File: src/rtl/cpu_pkg.sv
// Shared encodings for the accumulator CPU control path: opcode field values
// and the control FSM state set.
package cpu_pkg;

   typedef enum logic [2:0] {
      OP_HLT = 3'b000,
      OP_SKZ = 3'b001,
      OP_ADD = 3'b010,
      OP_AND = 3'b011,
      OP_XOR = 3'b100,
      OP_LDA = 3'b101,
      OP_STO = 3'b110,
      OP_JMP = 3'b111
   } opcode_e;

   typedef enum logic [2:0] {
      ST_FETCH  = 3'd0,
      ST_DECODE = 3'd1,
      ST_EXEC   = 3'd2,
      ST_WB     = 3'd3,
      ST_HALT   = 3'd4
   } state_e;

   localparam state_e RESET_STATE = ST_FETCH;

endpackage

File: src/rtl/cpu_control.sv
// Control FSM for the accumulator CPU: sequences fetch/decode/execute/writeback,
// drives datapath strobes as a combinational decode, and counts retired instructions.
module cpu_control
   import cpu_pkg::*;
#(
   parameter int CNT_W = 16
) (
   input  logic             clk,
   input  logic             rst,
   input  logic [2:0]       opcode,
   input  logic             acc_zero,
   input  logic             mem_ready,
   input  logic             run,
   output logic             sel_pc,
   output logic             mem_rd,
   output logic             mem_wr,
   output logic             ir_load,
   output logic             acc_load,
   output logic             pc_inc,
   output logic             pc_load,
   output logic             halted,
   output logic [CNT_W-1:0] retired
);

   state_e  state;
   state_e  state_nx;
   opcode_e op;
   logic    retire;

   assign op = opcode_e'(opcode);

   always_ff @(posedge clk) begin
      if (rst) begin
         state   <= RESET_STATE;
         retired <= '0;
      end else begin
         state <= state_nx;
         if (retire) begin
            retired <= retired + CNT_W'(1);
         end
      end
   end

   // sel_pc idles at PC; only operand accesses steer it to the IR address field
   always_comb begin
      state_nx = state;
      retire   = 1'b0;
      sel_pc   = 1'b1;
      mem_rd   = 1'b0;
      mem_wr   = 1'b0;
      ir_load  = 1'b0;
      acc_load = 1'b0;
      pc_inc   = 1'b0;
      pc_load  = 1'b0;
      halted   = 1'b0;

      case (state)
         ST_FETCH: begin
            mem_rd = 1'b1;
            if (mem_ready) begin
               state_nx = ST_DECODE;
            end
         end

         ST_DECODE: begin
            ir_load  = 1'b1;
            pc_inc   = 1'b1;
            state_nx = ST_EXEC;
         end

         ST_EXEC: begin
            case (op)
               OP_HLT: begin
                  state_nx = ST_HALT;
                  retire   = 1'b1;
               end
               OP_SKZ: begin
                  pc_inc   = acc_zero;
                  state_nx = ST_FETCH;
                  retire   = 1'b1;
               end
               OP_JMP: begin
                  pc_load  = 1'b1;
                  state_nx = ST_FETCH;
                  retire   = 1'b1;
               end
               OP_STO: begin
                  sel_pc = 1'b0;
                  mem_wr = 1'b1;
                  if (mem_ready) begin
                     state_nx = ST_FETCH;
                     retire   = 1'b1;
                  end
               end
               default: begin
                  // ADD, AND, XOR, LDA: operand read, result captured in WB
                  sel_pc = 1'b0;
                  mem_rd = 1'b1;
                  if (mem_ready) begin
                     state_nx = ST_WB;
                  end
               end
            endcase
         end

         ST_WB: begin
            sel_pc   = 1'b0;
            mem_rd   = 1'b1;
            acc_load = 1'b1;
            state_nx = ST_FETCH;
            retire   = 1'b1;
         end

         ST_HALT: begin
            halted = 1'b1;
            if (run) begin
               state_nx = ST_FETCH;
            end
         end

         default: begin
            state_nx = ST_FETCH;
         end
      endcase
   end

endmodule
File: config.mk
export PLATFORM = sky130hd
export DESIGN_NAME = cpu_control
export DESIGN_NICKNAME = d
export VERILOG_FILES = /design/src/rtl/cpu_pkg.sv /design/src/rtl/cpu_control.sv
export SDC_FILE = /design/constraint.sdc
export NUM_CORES = 1
export LEC_CHECK = 0
export ABC_CLOCK_PERIOD_IN_PS = 2200
export CAP_MARGIN = 20
export CORE_ASPECT_RATIO = 0.75
export CORE_MARGIN = 2
export CORE_UTILIZATION = 45
export CTS_BUF_LIST = sky130_fd_sc_hd__clkbuf_8 sky130_fd_sc_hd__clkbuf_16
export CTS_CLUSTER_DIAMETER = 40
export DETAILED_ROUTE_END_ITERATION = 8
export PLACE_DENSITY = 0.81
export REMOVE_ABC_BUFFERS = 1
export SETUP_SLACK_MARGIN = 0.2
export SLEW_MARGIN = 20
export SYNTH_ARGS = -nofsm -noshare
export SYNTH_HDL_FRONTEND = slang
export SYNTH_SLANG_ARGS = --single-unit
File: constraint.sdc
create_clock -name clk -period 2.2 [get_ports clk]
set_clock_uncertainty 0.05 [all_clocks]
set_input_delay 0.33 -clock clk [delete_from_list [all_inputs] [get_ports clk]]
set_output_delay 0.33 -clock clk [all_outputs]
set_load 0.01 [all_outputs]
* Word-level counts from Yosys, hierarchy flattened
Cells that the tools add are included.
** Storage, ports and cells
- Bits in registers :: 19
- Input port bits :: 8
- Output and inout port bits :: 24
- Word-level logic and storage cells :: 43
** Cells by class
- Add/sub/neg operators :: 1
- Eq/ne operators :: 11
- Mux-type cells :: 22
- Reductions and logical operators :: 7
** Operators by type and width (count)
- $add A16 B1 Y16 const B :: 1
- $mux W3 :: 4
- $pmux W3 S4 :: 1
- $mux W1 :: 11
- $pmux W1 S2 :: 5
- $eq A3 B3 Y1 const B :: 3
- $pmux W3 S3 :: 1
- $eq A3 B1 Y1 const B :: 2
- $eq A3 B2 Y1 const B :: 2
- $logic_not A3 Y1 :: 2
- $ne A2 B2 Y1 const B :: 2
- $ne A4 B4 Y1 const B :: 1
- $reduce_and A4 Y1 :: 1
- $reduce_or A2 Y1 :: 2
- $reduce_or A4 Y1 :: 1
- $ne A3 B3 Y1 const B :: 1
- $reduce_or A3 Y1 :: 1

* Depth between registers and ports, before layout
- Depth after elaboration :: 4
- Depth in mapped cells :: 5
- Depth with buffers taken out :: 5

* Worst setup path after synthesis
No wires, ideal clock.
- Path type :: register to register
- Start point :: register retired[3]
- End point :: register retired[15]
- Library setup time :: 70 ps
- Data arrival time :: 1520 ps
- Data required time :: 2080 ps
- Path slack :: 560 ps
- Stages on the path, launching flop included :: 5
- Buffers on the path :: 0
- Period minus slack after synthesis :: 1640 ps
- Cell sequence :: dfxtp_1 -> and4_1 -> o2111ai_4 -> or4_1 -> a21oi_1
** Between the ends
- Word-level cells in the longest chain between the ends :: 1
** RTL lines
- from (decl) :: line cpu_control.sv:22 : output logic [CNT_W-1:0] retired
- from (signal assigned) :: line cpu_control.sv:39 : retired <= retired + CNT_W'(1);
- $add A16 B1 Y16 :: line cpu_control.sv:39
No other way between the ends.
A chain may end at the register's enable or synchronous reset.

* Final worst setup path
- Start point :: register state[1]
- End point :: output acc_load
** Between the ends
- Word-level cells in the longest chain between the ends :: 2
** RTL lines
- from (decl) :: line cpu_control.sv:25 : state_e state;
- from (signal assigned) :: line cpu_control.sv:37 : state <= state_nx;
- $eq A3 B2 Y1 :: line cpu_control.sv:57 : case (state)
- $mux W1 :: line cpu_control.sv:57
- to (decl) :: line cpu_control.sv:18 : output logic acc_load,
No other way between the ends.

==> qor.csv <==
stage,metric,value,unit
setup_path,end_kind,output pin,
die,io_pins,32,
timing,fin_hold_ws,0.433,ns
synth,synth_seq_area_share,0.372,
power,vdd_drop_max,0.000382,V
timing,worst_pin_slew,0.300,ns
cts,cts.sink_count,19,
layout,antenna_cells,0,
synth,synth_top_area_frac,0.372,
synth,netlist_area,0.00102,mm^2
drt,dr.pass1.iters,4,
timing,fin_crit,1.95,ns
drt,drtAntennaViolNets,0,
cts,cts_made_buffers,3,
cts,root_buffer,clkbuf_8,
synth,yosysUniqueCellTypes,33,
global_routing,grt_max_degree,18,
synth,synth_flop_cell,dfxtp_1,
synth,yosysWarningCount,0,
synth,synth_most_common_cell,dfxtp_1,
setup_path,critical_path_peak_fanout,7,
layout,final_cells,186,
layout,nets,172,
placed_design,dp.cells,182,
timing,slew_headroom,0.797,
layout,fillerInstances,170,
die,fp.dieW,59.1,um
die,core_area,0.00208,mm^2
placed_design,hpwlAfterDp,1.98,mm
timing,setup_viol,0,
die,die_h,45.3,um
placed_design,gp_congestion,0.876,
die,start_util,0.491,
setup_path,critPathKind,reg -> out,
timing,max_freq,0.513,GHz
synth,synth_common_cells,"dfxtp_1 (19), nor2_1 (14), a21oi_1 (11)",
cts,hold_buffers,0,
timing,hold_viol,0,
power,p_leak,0.000564,uW
cts,htreeDepth,1,
synth,synth-edff-count,0,
timing,grt_setup_unrepaired,yes,
global_routing,antenna_found_initial,0,
drt,dr.first_iter.drc_count,43,
timing,fin_crit_sh,0.887,
drt,drc,0,
global_routing,grt_overflow,0,
setup_path,r2r_cells,5,
global_routing,grt_pass1_vias,982,
synth,avgSynthCellArea,8.46,um^2
synth,ys_ff_latch,19,
cts,clockBufferDepth,2,
synth,yosys.area.top_type,dfxtp_1,
power,power_density,468,mW/mm^2
outcome,status,"complete, no violations",
global_routing,grt_pass1_wl,4.33,mm
drt,vias_per_cell,5.69,
hold_path,hold_depth,2,
flow_run,cap_violations,0,
cts,clock_latency,0.25,ns
setup_path,cp.required,1.82,ns
layout,postLayoutCoreUtil,0.712,
cts,cts.reportedPaths.clkPinSlew,0.07,ns
setup_path,crit_arrival,1.57,ns
die,rows,14,
drt,vias,1058,
synth,async_flop_share,0,
layout,syn_to_final_growth,45.1,%
die,dieArea,0.00268,mm^2
power,finalPower,695,uW
drt,wl_per_cell,13.7,um
global_routing,grt.total_usage,0.212,
synth,syn_inst,121,
cts,cts_tree,yes,
timing,setup-tns-final,0,ns
drt,drt_wl_total,2.54,mm
synth,synth_area_leaders,"dfxtp_1 (37%), xor2_1 (6.0%), a21oi_1 (5.4%), nor2_1 (5.1%), o21ai_0 (4.4%)",
layout,drive_above_1_share,0.167,
timing,slew_viol_final,0,
placed_design,io_buffer_count,31,
setup_path,start_kind,flip-flop,
hold_path,hp-class,reg -> reg,
registers in the layout (all words and copies together), names as in the netlist:
signal,flops
retired,16
state,3
report_power, final:
group | internal (uW) | switching [uW]
sequential | 349 | 9.80
clock | 124 | 106
combinational | 53.8 | 52.4
cells by family after synthesis:
group	share of synthesized area
xor+xnor	0.0599
fa+ha+maj	0.0122
compound gates	0.233
flops	0.372
buf+inv	0.0330
simple gates	0.270
mux	0.0196
per-stage QoR:
step           setup slack, ns  cell area, um^2
3_3_place_gp           -0.0868             1420
3_5_place_dp           -0.0893             1420
5_1_grt                  0.194             1490
6_report                 0.250             1490
2_1_floorplan            0.561              993
4_1_cts                  0.221             1470
critical path, cell delays in order, from the launching register on:
cell and delay, ns:
dfxtp_2 0.40, nor2b_4 0.23, and2_1 0.15, clkdlybuf4s50_1 0.54
final timing paths:
kind,from,endpoint,slack [ns]
hold / removal,retired[15]$_SDFFE_PP0P_,retired[15]$_SDFFE_PP0P_,0.43
hold reg to reg,retired[15]$_SDFFE_PP0P_,retired[15]$_SDFFE_PP0P_,0.43
setup reg to reg,state[2]$_SDFFE_PP0P_,retired[15]$_SDFFE_PP0P_,0.44
setup / recovery,state[1]$_SDFFE_PP0P_,acc_load,0.25
cells in the final DEF (no fill, tap or decap), types with 3 or more instances in the layout:
| cell | count |
|---|---|
| a21oi_1 | 11 |
| xor2_1 | 7 |
| nand3_1 | 3 |
| o211ai_1 | 5 |
| dfxtp_1 | 17 |
| clkbuf_8 | 3 |
| o21ai_0 | 8 |
| or3_1 | 6 |
| buf_4 | 12 |
| nor3_1 | 3 |
| and4b_1 | 3 |
| nor2_1 | 13 |
| nand2_1 | 6 |
| clkdlybuf4s50_1 | 24 |
| clkbuf_2 | 3 |
metal layers:
metal  GRT usage  up-vias  wire length, um
met1       0.301      502             1250
met5           0        -                0
met3      0.0602        0              107
met2       0.336       21             1190
li1            -      535                -
met4      0.0182        0                0
area by class of cell:
class,instances,area (um^2),area share
clock buffers,3,41.3,0.0278
repair buffers,43,388,0.261
well taps,24,30.0,0.0202
flip-flops and latches,19,383,0.258
multi-input cells,95,636,0.428
inverters,1,3.75,0.00253
clock inverters,1,3.75,0.00253
repair_timing:
item,CTS,global route
gates resized for setup,10,12
setup buffers,0,0
endpoints found under the setup margin,7,9
Power figures use the tool's default switching activity.
